==> config.mk <==
export PLATFORM = sky130hd
export DESIGN_NAME = lfsr_period_monitor
export DESIGN_NICKNAME = d
export VERILOG_FILES = /design/src/rtl/lfsr_period_monitor.sv
export SDC_FILE = /design/constraint.sdc
export NUM_CORES = 1
export LEC_CHECK = 0
export ABC_AREA = 1
export CORE_AREA = 3 3 68 70
export CTS_CLUSTER_SIZE = 12
export DETAILED_ROUTE_END_ITERATION = 7
export DIE_AREA = 0 0 71 73
export PLACE_DENSITY = 0.7
export SYNTH_ARGS = -nofsm -noshare
export SYNTH_HDL_FRONTEND = slang
export SYNTH_SLANG_ARGS = --single-unit
==> constraint.sdc <==
create_clock -name clk -period 2.77 [get_ports clk]
set_input_delay 0.277 -clock clk [delete_from_list [all_inputs] [get_ports clk]]
set_output_delay 0.277 -clock clk [all_outputs]
set_load 0.05 [all_outputs]
==> src/rtl/lfsr_period_monitor.sv <==
// lfsr_period_monitor: measures the recurrence period of an lfsr state and flags lock-up or early repeats
module lfsr_period_monitor #(
  parameter int WIDTH = 4,
  parameter int CNT_W = WIDTH + 1
) (
  input  logic             clk,
  input  logic             reset,
  input  logic             mode,
  input  logic [WIDTH-1:0] status,
  output logic             busy,
  output logic             done,
  output logic [CNT_W-1:0] period,
  output logic             lockup,
  output logic             repeat_err
);
  localparam int DEPTH = 1 << WIDTH;
  typedef enum logic [2:0] {IDLE, RUN, DONE, LOCK, RERR} state_t;
  state_t             state_q, state_d;
  logic [CNT_W-1:0]   cnt_q, cnt_d, period_q, period_d;
  logic [WIDTH-1:0]   ref_q, ref_d;
  logic [DEPTH-1:0]   seen_q, seen_d;
  // state, counters, seed and visited-state bitmap
  always_ff @(posedge clk or posedge reset) begin
    if (reset) begin
      state_q  <= IDLE;
      cnt_q    <= '0;
      period_q <= '0;
      ref_q    <= '0;
      seen_q   <= '0;
    end else begin
      state_q  <= state_d;
      cnt_q    <= cnt_d;
      period_q <= period_d;
      ref_q    <= ref_d;
      seen_q   <= seen_d;
    end
  end
  // next state: mode low aborts everything; the seed check outranks the repeat check
  always_comb begin
    state_d  = state_q;
    cnt_d    = cnt_q;
    period_d = period_q;
    ref_d    = ref_q;
    seen_d   = seen_q;
    if (!mode) begin
      state_d  = IDLE;
      cnt_d    = '0;
      period_d = '0;
      seen_d   = '0;
    end else begin
      case (state_q)
        IDLE: begin
          ref_d = status;
          if (status == '0) state_d = LOCK;
          else begin
            cnt_d          = '0;
            seen_d         = '0;
            seen_d[status] = 1'b1;
            state_d        = RUN;
          end
        end
        RUN: begin
          if (status == ref_q) begin
            period_d = cnt_q + CNT_W'(1);
            state_d  = DONE;
          end else if (status == '0) state_d = LOCK;
          else if (seen_q[status]) state_d = RERR;
          else begin
            cnt_d          = cnt_q + CNT_W'(1);
            seen_d[status] = 1'b1;
          end
        end
        default: ;
      endcase
    end
  end
  assign busy       = state_q == RUN;
  assign done       = state_q == DONE;
  assign lockup     = state_q == LOCK;
  assign repeat_err = state_q == RERR;
  assign period     = done ? period_q : '0;
endmodule
Yosys cells after proc, flatten, opt, wreduce, memory -nomap -nowiden
Cells that the tools add are included.
- $add $sub $neg: 1
- magnitude comparators: 2
- eq/ne operators: 13
- mux-type cells: 26
- bitwise gates (word level): 1
- reduce and logical (&&, ||, !) cells: 7
- operators with widths (kind ; number):
    $mux W16 ; 5
    $mux W5 ; 9
    $pmux W16 S2 ; 1
    $or A16 B16 Y16 ; 1
    $mux W3 ; 4
    $ne A3 B3 Y1 const B ; 4
    $pmux W5 S2 ; 1
    $eq A3 B2 Y1 const B ; 2
    $pmux W3 S2 ; 1
    $reduce_and A2 Y1 ; 3
    $add A5 B1 Y5 const B ; 1
    $lt A4 B5 Y1 const B ; 1
    $ne A5 B2 Y1 const B ; 1
    $reduce_and A5 Y1 ; 1
    $bmux W1 S4 ; 1
    $demux W1 S4 ; 1
    $eq A4 B4 Y1 ; 1
    $ge A4 B1 Y1 const B ; 1
    $logic_not A4 Y1 ; 1
    $ne A2 B1 Y1 const B ; 2
    $eq A3 B1 Y1 const B ; 1
    $eq A3 B3 Y1 const B ; 1
    $logic_not A3 Y1 ; 1
    $ne A3 B1 Y1 const B ; 1
    other kinds (3) ; 4
- bits in registers: 33
- bits of input ports: 7
- output and inout bits: 9

Depth between registers and ports, before layout
- depth after elaboration: 10
- depth in mapped cells: 14
- depth with buffers taken out: 13

Worst setup path after synthesis
No wires, ideal clock.
- path kind: register to output
- start: register state_q[1]
- end: output period[0]
- data arrival time: 2622 ps
- required time: 2493 ps
- path slack: -129 ps
- cell stages (with the launch flop): 5
- path buffers: 0
- path through: dfrtp_1 -> inv_1 -> nor3_1 -> inv_1 -> nor2_1
- word-level cells in the longest chain between the ends: 2
- RTL lines (what ; line ; RTL):
    from (decl) ; 18 ; state_t state_q, state_d;
    from (signal assigned) ; 31 ; state_q <= state_d;
    $eq A3 B2 Y1 ; 78 ; assign done = state_q == DONE;
    named net done ; 11 ; output logic done,
    $mux W5 ; 81 ; assign period = done ? period_q : '0;
    to (decl) ; 12 ; output logic [CNT_W-1:0] period,
The timed path passes the listed nets, and every way through them passes these cells.

Worst setup path in the final report
- start: register state_q[1]
- end: output period[3]
- word-level cells in the longest chain between the ends: 2
- RTL lines (what ; line):
    $eq A3 B2 Y1 ; 78
    $mux W5 ; 81
No other way between the ends.

==> results.py <==
metrics = {
    "sta": {
        "maxClockFrequency_mhz": 428,
        "slew_headroom": 0.668,
        "drv_slew": 0,
        "clock_skew_ns": 0.00460,
        "total_of_endpoints_with_negative_setup_slack_in_the_final_report": 0,
        "timing.final.hold_violations": 0,
        "finalCritPeriodShare": 0.843,
        "worst_slew_pin_slew_ns": 0.497,
        "finalCriticalPeriod_ns": 2.34,
        "grt_setup_unrepaired": "false",
        "timing.setup.tns_ns": 0,
        "timing.final.ws_setup_ns": 0.434,
    },
    "critical_path": {
        "worst-setup-path-type": "reg -> out",
        "sort_of_element_at_the_start_of_the_critical_path": "register",
        "crit_required_ns": 2.49,
        "timing.critical_path.arrival_ns": 2.06,
        "cp_max_fo": 5,
        "worst_setup_path_end_kind": "output port",
    },
    "drt": {
        "drc_errors": 0,
        "via_count": 1824,
        "wl_per_cell_um": 12.5,
        "route.met2.wl_um": 2060,
        "wirelength_um": 4460,
        "drtAntennaViolNets": 0,
        "met1_length_um": 2130,
        "route.top_layer_used": "met4",
        "met3RoutedLength_um": 199,
        "routed_via_density": 5.12,
        "drt_first_pass_iters": 4,
        "initialDrtViolationCount": 120,
    },
    "clock_tree": {
        "postCtsHoldBufs": 0,
        "tritoncts_buffer_count": 5,
        "post_cts_setup_inserts": 0,
        "clk_path_buf_depth": 2,
        "cts.sinks": 33,
        "cts_root_buffer": "sky130_fd_sc_hd__clkbuf_8",
        "clock_insertion_delay_worst_skew_ns": 0.29,
        "h-tree-depth": 2,
        "tritoncts": "yes",
        "clkTransAtPathRegs_ns": 0.07,
        "postCtsResizedCells": 0,
    },
    "floorplan": {
        "dieArea_sq_um": 5180,
        "die_w_um": 71,
        "std_cell_core_area_sq_um": 4030,
        "top_level_ports": 16,
        "initial_utilization": 0.504,
        "die_h_um": 73,
        "num_rows": 23,
    },
    "logic_synthesis": {
        "synthDominantAreaCellType": "sky130_fd_sc_hd__dfrtp_1",
        "synth_area_sq_um": 2030,
        "synth.ff_latch_count": 33,
        "synth.net_count": 295,
        "synth_most_common_cell": "sky130_fd_sc_hd__nand2_1",
        "post_synth_inst_count": 287,
        "synth_top_cells_by_area": "sky130_fd_sc_hd__dfrtp_1, sky130_fd_sc_hd__nand2_1, sky130_fd_sc_hd__nand3_1",
        "seq_area_frac_synth": 0.407,
        "netlist-cell-type-count": 25,
        "synth_top_area_share": 0.407,
        "synth_warnings": 0,
        "ys_top_cells_by_count": "sky130_fd_sc_hd__nand2_1, sky130_fd_sc_hd__dfrtp_1, sky130_fd_sc_hd__nand3_1, sky130_fd_sc_hd__o21ai_0, sky130_fd_sc_hd__inv_1",
        "synth_edf_count": 0,
        "synth.avg_cell_area_sq_um": 7.08,
        "synth-main-ff-cell": "sky130_fd_sc_hd__dfrtp_1",
        "synth-async-reset-ratio": 1.00,
    },
    "cells_and_area": {
        "share_of_cells_above_drive_strength_1": 0.118,
        "n_antenna_cell": 0,
        "synthToLayoutAreaGrowth_pct": 13.9,
        "nets": 313,
        "n_fill_cell": 400,
        "final_core_utilization": 0.574,
    },
    "place": {
        "routabilityCongestion": 0.809,
        "place.port_buffers": 15,
        "dp_hpwl_um": 3120,
        "detailedPlace.worstSlack_ns": 0.481,
    },
    "flow_run": {
        "max_cap_violations": 0,
    },
    "power_and_ir_drop": {
        "leakagePower_nw": 1.19,
        "cellPowerDensity_nw_per_um2": 714,
        "vdd.ir_drop.worst_mv": 0.363,
    },
    "hold_path": {
        "timing.hold.worst.class": "in -> async",
    },
    "status": {
        "status": "finished, final reports clean",
    },
    "global_route": {
        "grt_max_degree": 34,
        "antenna_found_initial": 0,
        "grt_residual_overflow": 0,
        "number_of_global_route_vias_before_repair": 1719,
        "grt_pass1_wl_um": 8050,
        "globalRouteTotalUtil": 0.198,
    },
}
==> final timing paths <==
| check | from | endpoint | slack [ns] | depth (start not counted) |
|---|---|---|---|---|
| min | reset | period_q[0]$_DFFE_PP0P_ | 0.38 | 3 |
| min in group clk | seen_q[7]$_DFFE_PP0P_ | seen_q[7]$_DFFE_PP0P_ | 0.50 | 2 |
| min reg2reg | seen_q[7]$_DFFE_PP0P_ | seen_q[7]$_DFFE_PP0P_ | 0.50 | 2 |
| max | state_q[1]$_DFFE_PP0P_ | period[3] | 0.43 | 5 |
| max in group asynchronous | reset | seen_q[7]$_DFFE_PP0P_ | 2.08 | 3 |
| max reg2reg | state_q[1]$_DFFE_PP0P_ | seen_q[14]$_DFFE_PP0P_ | 0.91 | 7 |
==> cell type report <==
type | instances | area, sq um | share of cell area
multi-input combinational | 218 | 1030 | 0.446
inverter | 26 | 97.6 | 0.0422
timing repair buffer | 21 | 195 | 0.0844
clock inverter | 1 | 5.00 | 0.00216
clock buffer | 7 | 96.3 | 0.0416
sequential | 33 | 826 | 0.357
tap | 50 | 62.6 | 0.0270
==> power breakdown <==
| part | switching (mW) | internal [mW] |
|---|---|---|
| registers | 0.0847 | 0.559 |
| logic | 0.410 | 0.188 |
| clock network | 0.184 | 0.225 |
| total | 0.679 | 0.972 |
==> registers in the layout, summed over array words and instances (netlist names) <==
name and cells:
period_q 5, cnt_q 5, ref_q 4, state_q 3
seen_q 16
==> worst max-delay path: stages, from the launching register on <==
cell and delay (ns):
sky130_fd_sc_hd__dfrtp_1 0.50, sky130_fd_sc_hd__inv_1 0.11, sky130_fd_sc_hd__nor3_2 0.14, sky130_fd_sc_hd__inv_1 0.11, sky130_fd_sc_hd__nor2_1 0.10, sky130_fd_sc_hd__clkdlybuf4s50_1 0.80
==> layer usage <==
metal	global-route usage	vias up
met5	0	-
met3	0.0427	6
met4	0.0689	0
li1	-	940
met1	0.255	834
met2	0.330	44
==> cells by family after synthesis <==
kind of cell    count (synthesis)  synth area share
simple gates                  183             0.394
buf+inv                        36            0.0881
flops                          33             0.407
compound gates                 31            0.0924
xor+xnor                        3            0.0129
fa+ha+maj                       1           0.00616
==> metrics by stage <==
stage               instance area (sq um)  hold WS [ns]  total power [mW]  std cells
finish                               2310         0.384              1.65        356
global route                         2310         0.409              1.76        356
CTS                                  2310         0.390              1.66        356
detailed placement                   2210         0.488              1.25        348
global placement                     2210         0.481              1.25        348
floorplan                            2040         0.406              1.15        287
==> placed cells by master (no fill, tap or decap), types with 2 or more instances in the layout <==
cell type / instances
sky130_fd_sc_hd__nor2_1: 16
sky130_fd_sc_hd__a32o_1: 3
sky130_fd_sc_hd__xor2_1: 3
sky130_fd_sc_hd__buf_4: 6
sky130_fd_sc_hd__clkdlybuf4s50_1: 15
sky130_fd_sc_hd__nand2_2: 10
sky130_fd_sc_hd__nor2_2: 2
sky130_fd_sc_hd__nor3_1: 2
sky130_fd_sc_hd__nand3_1: 32
sky130_fd_sc_hd__nand2_1: 115
sky130_fd_sc_hd__nor3_4: 2
sky130_fd_sc_hd__inv_1: 22
sky130_fd_sc_hd__dfrtp_1: 33
sky130_fd_sc_hd__o21ai_0: 24
sky130_fd_sc_hd__clkbuf_8: 7
sky130_fd_sc_hd__inv_2: 4
No activity file was read; power rests on OpenSTA's default activity.
